`src/rtl/branch_predictor_pkg.sv`:
```
// Shared definitions for the branch predictor: counter encodings, index/tag
// extraction and the saturating +/-1 step used by direction and stat counters.
package branch_predictor_pkg;

  // Helpers operate on 32-bit containers; callers size the result back down.
  localparam int MAX_W = 32;

  // Named encodings of the common 2-bit direction counter.
  typedef enum logic [1:0] {
    CTR_SNT = 2'b00,
    CTR_WNT = 2'b01,
    CTR_WT  = 2'b10,
    CTR_ST  = 2'b11
  } ctr2_e;

  // Weakly-not-taken: 0 followed by all ones.
  function automatic logic [MAX_W-1:0] ctr_wnt(input int width);
    return (32'd1 << (width - 1)) - 32'd1;
  endfunction

  // Weakly-taken: MSB set, rest clear.
  function automatic logic [MAX_W-1:0] ctr_wt(input int width);
    return 32'd1 << (width - 1);
  endfunction

  // Saturating +1 / -1 on a width-bit value; never wraps at 0 or all ones.
  function automatic logic [MAX_W-1:0] sat_step(input logic [MAX_W-1:0] val,
                                                input logic             up,
                                                input int               width);
    logic [MAX_W-1:0] max_val;
    max_val = (width >= MAX_W) ? '1 : ((32'd1 << width) - 32'd1);
    if (up) return (val == max_val) ? val : val + 32'd1;
    else    return (val == '0)      ? val : val - 32'd1;
  endfunction

  // Word-aligned PC bits XOR (zero-extended) history, masked to idx_w bits.
  function automatic logic [MAX_W-1:0] bp_index(input logic [MAX_W-1:0] pc,
                                                input logic [MAX_W-1:0] ghr,
                                                input int               idx_w);
    return ((pc >> 2) ^ ghr) & ((32'd1 << idx_w) - 32'd1);
  endfunction

  function automatic logic [MAX_W-1:0] bp_tag(input logic [MAX_W-1:0] pc,
                                              input int               idx_w);
    return pc >> (idx_w + 2);
  endfunction

endpackage

```
`src/rtl/bp_sat_counter.sv`:
```
// Per-entry saturating up/down direction counter; resets to weakly-not-taken
// and can be loaded to weakly-taken when its BTB entry is (re)allocated.
module bp_sat_counter
  import branch_predictor_pkg::*;
#(
  parameter int CTR_W = 2
) (
  input  logic             clk,
  input  logic             rst_n,
  input  logic             en,
  input  logic             up,
  input  logic             load,
  output logic [CTR_W-1:0] count
);

  localparam logic [CTR_W-1:0] WNT = CTR_W'(ctr_wnt(CTR_W));
  localparam logic [CTR_W-1:0] WT  = CTR_W'(ctr_wt(CTR_W));

  // NOTE: sequential state uses non-blocking assignments so every register
  // samples pre-edge values regardless of evaluation order.
  always_ff @(posedge clk or negedge rst_n) begin
    if (!rst_n)    count <= WNT;
    else if (load) count <= WT;
    else if (en)   count <= CTR_W'(sat_step(32'(count), up, CTR_W));
  end

endmodule

```
`src/rtl/branch_predictor.sv`:
```
// Direct-mapped BTB with per-entry direction counters and optional gshare
// history; zero-latency lookup for IF, trained at branch resolution in ID.
module branch_predictor
  import branch_predictor_pkg::*;
#(
  parameter int ENTRIES = 16,
  parameter int ADDR_W  = 32,
  parameter int CTR_W   = 2,
  parameter int GHR_W   = 0,
  parameter int STAT_W  = 16,
  localparam int GW     = (GHR_W > 0) ? GHR_W : 1
) (
  input  logic              clk,
  input  logic              rst_n,
  input  logic [ADDR_W-1:0] lk_pc,
  output logic              lk_hit,
  output logic              lk_taken,
  output logic [ADDR_W-1:0] lk_target,
  output logic [GW-1:0]     lk_ghr,
  input  logic              upd_valid,
  input  logic [ADDR_W-1:0] upd_pc,
  input  logic [GW-1:0]     upd_ghr,
  input  logic              upd_taken,
  input  logic [ADDR_W-1:0] upd_target,
  input  logic              upd_mispred,
  output logic [STAT_W-1:0] stat_branches,
  output logic [STAT_W-1:0] stat_mispred
);

  localparam int IDX_W = $clog2(ENTRIES);
  localparam int TAG_W = ADDR_W - IDX_W - 2;

  logic [ENTRIES-1:0]            valid_q;
  logic [TAG_W-1:0]              tag_q    [ENTRIES];
  logic [ADDR_W-1:0]             target_q [ENTRIES];
  logic [ENTRIES-1:0][CTR_W-1:0] ctr;
  logic [GW-1:0]                 ghr_q;
  logic [STAT_W-1:0]             branches_q;
  logic [STAT_W-1:0]             mispred_q;

  logic [MAX_W-1:0] lk_g, upd_g;
  logic [IDX_W-1:0] lk_idx, upd_idx;
  logic [TAG_W-1:0] lk_tag, upd_tag;
  logic             upd_hit, alloc, train;

  // History only participates in indexing when gshare is configured.
  assign lk_g  = (GHR_W > 0) ? 32'(ghr_q)   : '0;
  assign upd_g = (GHR_W > 0) ? 32'(upd_ghr) : '0;

  assign lk_idx  = IDX_W'(bp_index(32'(lk_pc), lk_g, IDX_W));
  assign lk_tag  = TAG_W'(bp_tag(32'(lk_pc), IDX_W));
  assign upd_idx = IDX_W'(bp_index(32'(upd_pc), upd_g, IDX_W));
  assign upd_tag = TAG_W'(bp_tag(32'(upd_pc), IDX_W));

  // Lookup reads pre-edge contents; a same-cycle update is not bypassed.
  assign lk_hit    = valid_q[lk_idx] && (tag_q[lk_idx] == lk_tag);
  assign lk_taken  = lk_hit && ctr[lk_idx][CTR_W-1];
  assign lk_target = lk_hit ? target_q[lk_idx] : '0;
  assign lk_ghr    = ghr_q;

  assign upd_hit = valid_q[upd_idx] && (tag_q[upd_idx] == upd_tag);
  assign train   = upd_valid && upd_hit;
  assign alloc   = upd_valid && !upd_hit && upd_taken;

  // NOTE: the table sits in flops, so it is cleared on reset; a RAM-based
  // table would instead need valid bits alone cleared (or a scrub sequence).
  always_ff @(posedge clk or negedge rst_n) begin
    if (!rst_n) begin
      valid_q <= '0;
      for (int i = 0; i < ENTRIES; i++) begin
        tag_q[i]    <= '0;
        target_q[i] <= '0;
      end
    end else if (alloc) begin
      valid_q[upd_idx]  <= 1'b1;
      tag_q[upd_idx]    <= upd_tag;
      target_q[upd_idx] <= upd_target;
    end else if (train && upd_taken) begin
      target_q[upd_idx] <= upd_target;
    end
  end

  for (genvar i = 0; i < ENTRIES; i++) begin : g_ctr
    bp_sat_counter #(.CTR_W(CTR_W)) u_ctr (
      .clk   (clk),
      .rst_n (rst_n),
      .en    (train && (upd_idx == IDX_W'(i))),
      .up    (upd_taken),
      .load  (alloc && (upd_idx == IDX_W'(i))),
      .count (ctr[i])
    );
  end

  // Non-speculative history: shifted only when a branch resolves.
  if (GHR_W == 0) begin : g_no_ghr
    assign ghr_q = '0;
  end else if (GHR_W == 1) begin : g_ghr1
    always_ff @(posedge clk or negedge rst_n) begin
      if (!rst_n)         ghr_q <= '0;
      else if (upd_valid) ghr_q <= upd_taken;
    end
  end else begin : g_ghrn
    always_ff @(posedge clk or negedge rst_n) begin
      if (!rst_n)         ghr_q <= '0;
      else if (upd_valid) ghr_q <= {ghr_q[GW-2:0], upd_taken};
    end
  end

  always_ff @(posedge clk or negedge rst_n) begin
    if (!rst_n) begin
      branches_q <= '0;
      mispred_q  <= '0;
    end else if (upd_valid) begin
      branches_q <= STAT_W'(sat_step(32'(branches_q), 1'b1, STAT_W));
      if (upd_mispred)
        mispred_q <= STAT_W'(sat_step(32'(mispred_q), 1'b1, STAT_W));
    end
  end

  assign stat_branches = branches_q;
  assign stat_mispred  = mispred_q;

endmodule
```
`config.mk`:
```
export PLATFORM = sky130hd
export DESIGN_NAME = branch_predictor
export DESIGN_NICKNAME = d
export VERILOG_FILES = /design/src/rtl/branch_predictor_pkg.sv /design/src/rtl/bp_sat_counter.sv /design/src/rtl/branch_predictor.sv
export SDC_FILE = /design/constraint.sdc
export NUM_CORES = 2
export LEC_CHECK = 0
export CORE_AREA = 2 2 317 319
export CTS_BUF_LIST = sky130_fd_sc_hd__clkbuf_8
export CTS_CLUSTER_DIAMETER = 60
export DETAILED_ROUTE_END_ITERATION = 16
export DIE_AREA = 0 0 319 321
export DONT_BUFFER_PORTS = 1
export GPL_TIMING_DRIVEN = 1
export PLACE_DENSITY = 0.67
export RECOVER_POWER = 25
export SYNTH_ARGS = -nofsm -noshare
export SYNTH_HDL_FRONTEND = slang
export SYNTH_SLANG_ARGS = --single-unit
```
`constraint.sdc`:
```
create_clock -name clk -period 10.3 [get_ports clk]
set_input_delay 0.515 -clock clk [delete_from_list [all_inputs] [get_ports clk]]
set_output_delay 0.515 -clock clk [all_outputs]
set_load 0.005 [all_outputs]
```
After elaboration in Yosys (flattened, before gate mapping)
Index checks and enable logic that the tools add are counted.
Widths: inputs -> output; s select.
{"block": "totals", "regBits": 1008}
{"block": "classes", "n_addsub": 34, "magnitude_cmp": 6, "eq_ne": 67, "muxes": 106, "bitwise": 5, "n_reduce_logical": 94}
{"op": "$mux 512", "n": 2}
{"op": "$bwmux 512", "n": 1}
{"op": "$bwmux 416", "n": 1}
{"op": "$bmux 26 s4", "n": 2}
{"op": "$mux 2", "n": 81}
{"op": "$mux 26", "n": 5}
{"op": "$bmux 32 s4", "n": 1}
{"op": "$demux 32 s4", "n": 1}
{"op": "$mux 32", "n": 4}
{"op": "$demux 26 s4", "n": 1}
{"op": "$ne 3x2->1 const B", "n": 32}
{"op": "$eq 26x26->1", "n": 2}
{"op": "$reduce_and 3->1", "n": 17}
{"op": "$logic_and 1x1->1", "n": 41}
{"op": "$reduce_bool 2->1", "n": 17}
{"op": "$add 16x1->16 const B", "n": 2}
{"op": "$add 2x1->2 const B", "n": 16}
{"op": "$eq 16x16->1 const B", "n": 2}
{"op": "$eq 2x2->1 const B", "n": 16}
{"op": "$eq 4x4->1 const B", "n": 8}
{"op": "$logic_not 2->1", "n": 16}
{"op": "$sub 2x1->2 const B", "n": 16}
{"op": "$eq 4x3->1 const B", "n": 4}
{"op": "$or 16x16->16", "n": 1}
{"op": "15 further kinds", "n": 23}

Logic depth before layout (Yosys ltp)
{"block": "logic_depth", "ltp_word": 12, "ltp_mapped": 17, "depth_no_buf": 10}

Modules after synthesis
From an unflattened synthesis, not the netlist that was laid out.
{"block": "hier_totals", "hier_cells": 3316, "hier_area_um2": 50338.3}
{"mod": "branch_predictor", "instances": 1, "cells_per_inst": 3156, "area_each_um2": 48656.7, "seq_area_each_um2": 24423.4}
{"mod": "bp_sat_counter", "instances": 16, "cells_per_inst": 10, "area_each_um2": 105.1, "seq_area_each_um2": 51.3}

Least setup slack after synthesis
OpenSTA, ideal clock, no wires.
{"block": "synth_path", "kind": "input to output", "start": "input port lk_pc[2]", "end": "output port lk_taken", "t_arrival_ns": 3.783, "required_time_ns": 9.785, "setup_slack_ns": 6.002, "path_stages": 9, "cell_sequence": "clkbuf_1 clkbuf_1 buf_2 buf_2 buf_1 buf_1 mux4_2 mux4_2 nor2b_1"}
{"block": "synth_between", "elab_chain_cells": 7}
{"item": "from (decl)", "line_no": "branch_predictor.sv:15", "text": "input logic [ADDR_W-1:0] lk_pc,"}
{"item": "$not 4->5 (implied by the code)", "line_no": "branch_predictor.sv:56", "text": "assign lk_hit = valid_q[lk_idx] && (tag_q[lk_idx] == lk_tag);"}
{"item": "$bmux 26 s4", "line_no": "branch_predictor.sv:56"}
{"item": "$mux 26 (implied by the code) (2 in a row)", "line_no": "branch_predictor.sv:56"}
{"item": "$eq 26x26->1", "line_no": "branch_predictor.sv:56"}
{"item": "$logic_and 1x1->1", "line_no": "branch_predictor.sv:56"}
{"item": "$logic_and 1x1->1 *", "line_no": "branch_predictor.sv:57", "text": "assign lk_taken = lk_hit && ctr[lk_idx][CTR_W-1];"}
{"item": "to (decl)", "line_no": "branch_predictor.sv:17", "text": "output logic lk_taken,"}
Every way passes the cells marked *; elsewhere a longest branch is shown, timed or not. The select of a mux whose other input is x is not followed.

Worst setup path after layout
{"block": "layout_path", "start": "register tag_q[39] in the netlist's numbering", "end": "register tag_q[409] in the netlist's numbering"}
{"block": "layout_between", "elab_chain_cells": 8}
{"item": "from (decl)", "line_no": "branch_predictor.sv:34", "text": "logic [TAG_W-1:0] tag_q [ENTRIES];"}
{"item": "from (signal, indexed assignment)", "line_no": "branch_predictor.sv:76", "text": "tag_q[upd_idx] <= upd_tag;"}
{"item": "$bmux 26 s4", "line_no": "branch_predictor.sv:61", "text": "assign upd_hit = valid_q[upd_idx] && (tag_q[upd_idx] == upd_tag);"}
{"item": "$mux 26 (implied by the code) (2 in a row)", "line_no": "branch_predictor.sv:61"}
{"item": "$eq 26x26->1", "line_no": "branch_predictor.sv:61"}
{"item": "$logic_and 1x1->1", "line_no": "branch_predictor.sv:61"}
{"item": "$logic_not 1->1", "line_no": "branch_predictor.sv:63", "text": "assign alloc = upd_valid && !upd_hit && upd_taken;"}
{"item": "$logic_and 1x1->1 (2 in a row)", "line_no": "branch_predictor.sv:63"}
No other way between the ends. The select of a mux whose other input is x is not followed.
A chain may end at the register's enable or synchronous reset.

==> summary.md <==
| Metric | Value |
|---|---|
| H-tree levels | 4 |
| Core Footprint | 99,280 µm² |
| Yosys warning count | 0 |
| Worst Path Required | 11.01 ns |
| Combinational share of power | 17.9% |
| Starting density of the core | 51.36% |
| Via density | 6.448 |
| RSZ-0062 raised after global routing | no |
| Placed cell count | 4,316 |
| Pwr dens | 193.7 nW/µm² |
| Worst Max-Slew Pin Slew | 3.446 ns |
| Top FF cell, synth | dfrtp_1 |
| Mean post-synth cell area | 15.51 µm² |
| Post-layout util | 55.78% |
| Clock Sinks | 1,008 |
| Tot Pwr | 10.72 mW |
| Async SR Flop Fraction | 100.0% |
| I/O Pins | 169 |
| Number of synthesized flops with an enable pin | 0 |
| Number of global-route vias before repair | 33,296 |
| Slowest cell on crit path | or4_1 |
| Port bufs | 0 |
| Area leader, netlist | dfrtp_1 |
| Synth-to-layout area growth | 8.609% |
| Non-filler cells, final | 4,698 |
| Clk_lat worst skew | 0.87 ns |
| Commonest non-fill, non-tap cell in the layout | dfrtp_1 |
| Clock Tree Buf Depth | 3 |
| Max Cap Viol | 5 |
| Per-cell routed wire length | 29.66 µm |
| Post-Layout Inst Area | 55,380 µm² |
| Status | finished with violations |
| Total die area | 102,400 µm² |
| Final setup viols | 0 |
| Clock power frac | 33.5% |
| Final Hold Viols | 0 |
| Arr. time, crit path | 6.43 ns |
| TritonCTS clock tree | done |
| Fin nets | 3,360 |
| Horizontal die dimension | 319 µm |
| Placed cell area | 51,280 µm² |
| Post-Synthesis Net Count | 3,391 |
| DRC violations left | 0 |
| Rel. slew slack | -129.7% |
| Peak supply drop | 0.0001277 V |
| Yosys cell types | 72 |
| Fin Setup TNS | 0 ns |
| Slew Viols, Final | 176 |
| HPWL Detailed | 75,240 µm |
| Site row count | 116 |
| FF+latch count, synth | 1,008 |
| Critical-path maximum fanout | 17 |
| Max incr delay on CP | 1.08 ns |
| Setup CP Type | flop to flop |
| Post-Synthesis Cells | 3,287 |
| Global Route Usage Sum | 27.71% |
| P_sw | 2.847 mW |
| Layout cells sized above 1 | 48.92% |
| Crit end category | flop |
| Largest net degree at the start of global routing | 257 |
| Placer Congestion | 0.8735 |
| Drt total wl | 139,300 µm |
| First-pass GRT wire length | 212,200 µm |
| Initial antenna violation count | 13 |
| Switching part of the total | 26.55% |
| PostCTS Resize Cnt | 0 |
| Clock Root Buffer | clkbuf_8 |
| Setup repair bufs after CTS | 0 |
| Post-Syn Area | 50,990 µm² |
| Failing checks | capacitance limit, slew limit |
| Top-area cell type share of the netlist area | 48.69% |
| Min-Delay Path Class | primary input to flop |
| Crit-path cells | mux4_2 > nor2b_1 > a2111oi_0 > a2111oi_2 > o211ai_1 > or4_1 > nand3_2 > buf_4 > mux2_2 |
| Post-route clock period utilization | 55.49% |
| Routed vias | 30,293 |
| Pleak | 24.34 nW |
| Sequential Power Share | 48.6% |
| DRT antenna net count | 0 |
| Max Fclk | 0.1750 GHz |
| Fin crit period | 5.715 ns |
| DR iter-0 viols | 2,670 |
| Synth area leaders | dfrtp_1 (49%), mux2_2 (20%), mux4_2 (16%), mux2_4 (2.0%), mux2i_1 (1.6%) |
| Layout Skew | 0.04175 ns |
| CP Launch Type | flop |
| Commonest non-fill, non-tap cells in the layout | dfrtp_1 (992), mux2_2 (895), mux4_2 (370) |
| Sequential area share after synthesis | 49.51% |
| Worst hold margin | 0.09488 ns |
| Pre-antenna DRT Iters | 7 |
| Int Power | 7.876 mW |
| Congestion Overflow GR | 0 |
| Fin worst setup slack | 4.585 ns |
| Pre-CTS WS | 4.348 ns |
| Reg clk slew, reported paths | 0.07 ns |
| Die Span Y | 321 µm |
| TritonCTS Buffers | 173 |
-- sequential cells by signal, summed over array words and instances, names as in the netlist --
signal,flops
target_q,512
stat_mispred,16
stat_branches,16
g_ctr.u_ctr.count,32
tag_q,416
valid_q,16
-- worst paths after layout --
check                                         from                                  end  slack [ns]  cells past startpoint
max                          tag_q[39]$_DFFE_PN0P_               tag_q[409]$_DFFE_PN0P_        4.58                      9
min                                      upd_valid  g_ctr[2].u_ctr.count[0]$_DFFE_PN1P_        0.09                      4
max reg2reg                  tag_q[39]$_DFFE_PN0P_               tag_q[409]$_DFFE_PN0P_        4.58                      9
min reg2reg                valid_q[10]$_DFFE_PN0P_              valid_q[10]$_DFFE_PN0P_        0.50                      1
max in group asynchronous                    rst_n            target_q[328]$_DFFE_PN0P_        4.93                      5
min in group asynchronous                    rst_n               tag_q[190]$_DFFE_PN0P_        1.08                      2
-- power groups by stage --
| stage | combinational (mW) | clock [mW] | sequential (mW) |
|---|---|---|---|
| after floorplan | 1.60 | 0 | 5.08 |
| after global placement | 1.77 | 0 | 5.17 |
| after detailed placement | 1.85 | 0 | 5.27 |
| after CTS | 1.93 | 3.67 | 5.20 |
| after global routing | 2.05 | 3.86 | 5.30 |
| final | 1.92 | 3.59 | 5.21 |
-- kinds of logic after synthesis --
family	count (synthesis)	share of synthesized area, %
AND/OR/NAND/NOR	275	3.094
flip-flops	1008	49.51
buffers and inverters	342	3.791
AO/OA/AOI/OAI	159	2.263
other	1	0.007355
XOR/XNOR	82	1.409
multiplexers	1418	39.87
adder cells (fa/ha/maj)	2	0.04907
-- layer usage --
layer	global-route usage (%)	part of all wire [%]	vias up
met5	0	0.050	-
met4	10.45	3.3	12
met3	6.013	7.3	297
met2	45.20	49	1153
met1	36.67	41	16457
li1	-	-	12374
-- cell usage after synthesis (4+ instances only) --
library cell,count
dfrtp_1,992
mux2_2,895
mux4_2,370
clkbuf_1,161
mux2i_1,80
mux2_4,67
xnor2_1,52
buf_1,51
nor2_1,49
nor2b_1,46
inv_1,39
nand3_1,36
nand2_1,34
xor2_1,30
buf_4,26
o21ai_0,24
buf_12,22
buf_2,20
nand2b_1,19
buf_6,18
a22oi_1,17
nand4_1,17
or4_1,17
a21oi_1,16
dfstp_2,16
a211o_1,13
o22ai_1,13
a21boi_1,12
a211oi_1,11
a32oi_1,11
nand2_4,10
or2_0,10
and3_1,9
a221oi_1,7
nor3_1,5
nor4_1,5
o21a_1,5
and2_1,4
o211ai_1,4
-- critical path: cells and delay by family (launching register included) --
family | cells | cell delay (ns)
buffers and inverters | 1 | 0.54
multiplexers | 2 | 0.80
flip-flops | 1 | 0.42
AO/OA/AOI/OAI | 3 | 1.76
AND/OR/NAND/NOR | 3 | 2.04
-- layout make-up --
cell class	count	area, µm²
diodes	9	22.52
clock buffers	219	3014
clock inverters	91	452.9
fillers	7829	43900
inverters	41	153.9
multi-input cells	1937	23930
flip-flops and latches	1008	25240
well taps	1298	1624
repair buffers	95	929.6
-- what timing repair did --
item / CTS / global route
setup endpoints to repair: 0 / 0
hold buffers: 63 / 0
hold endpoints to repair: 1427 / 0
No activity file was read; power rests on OpenSTA's default activity.
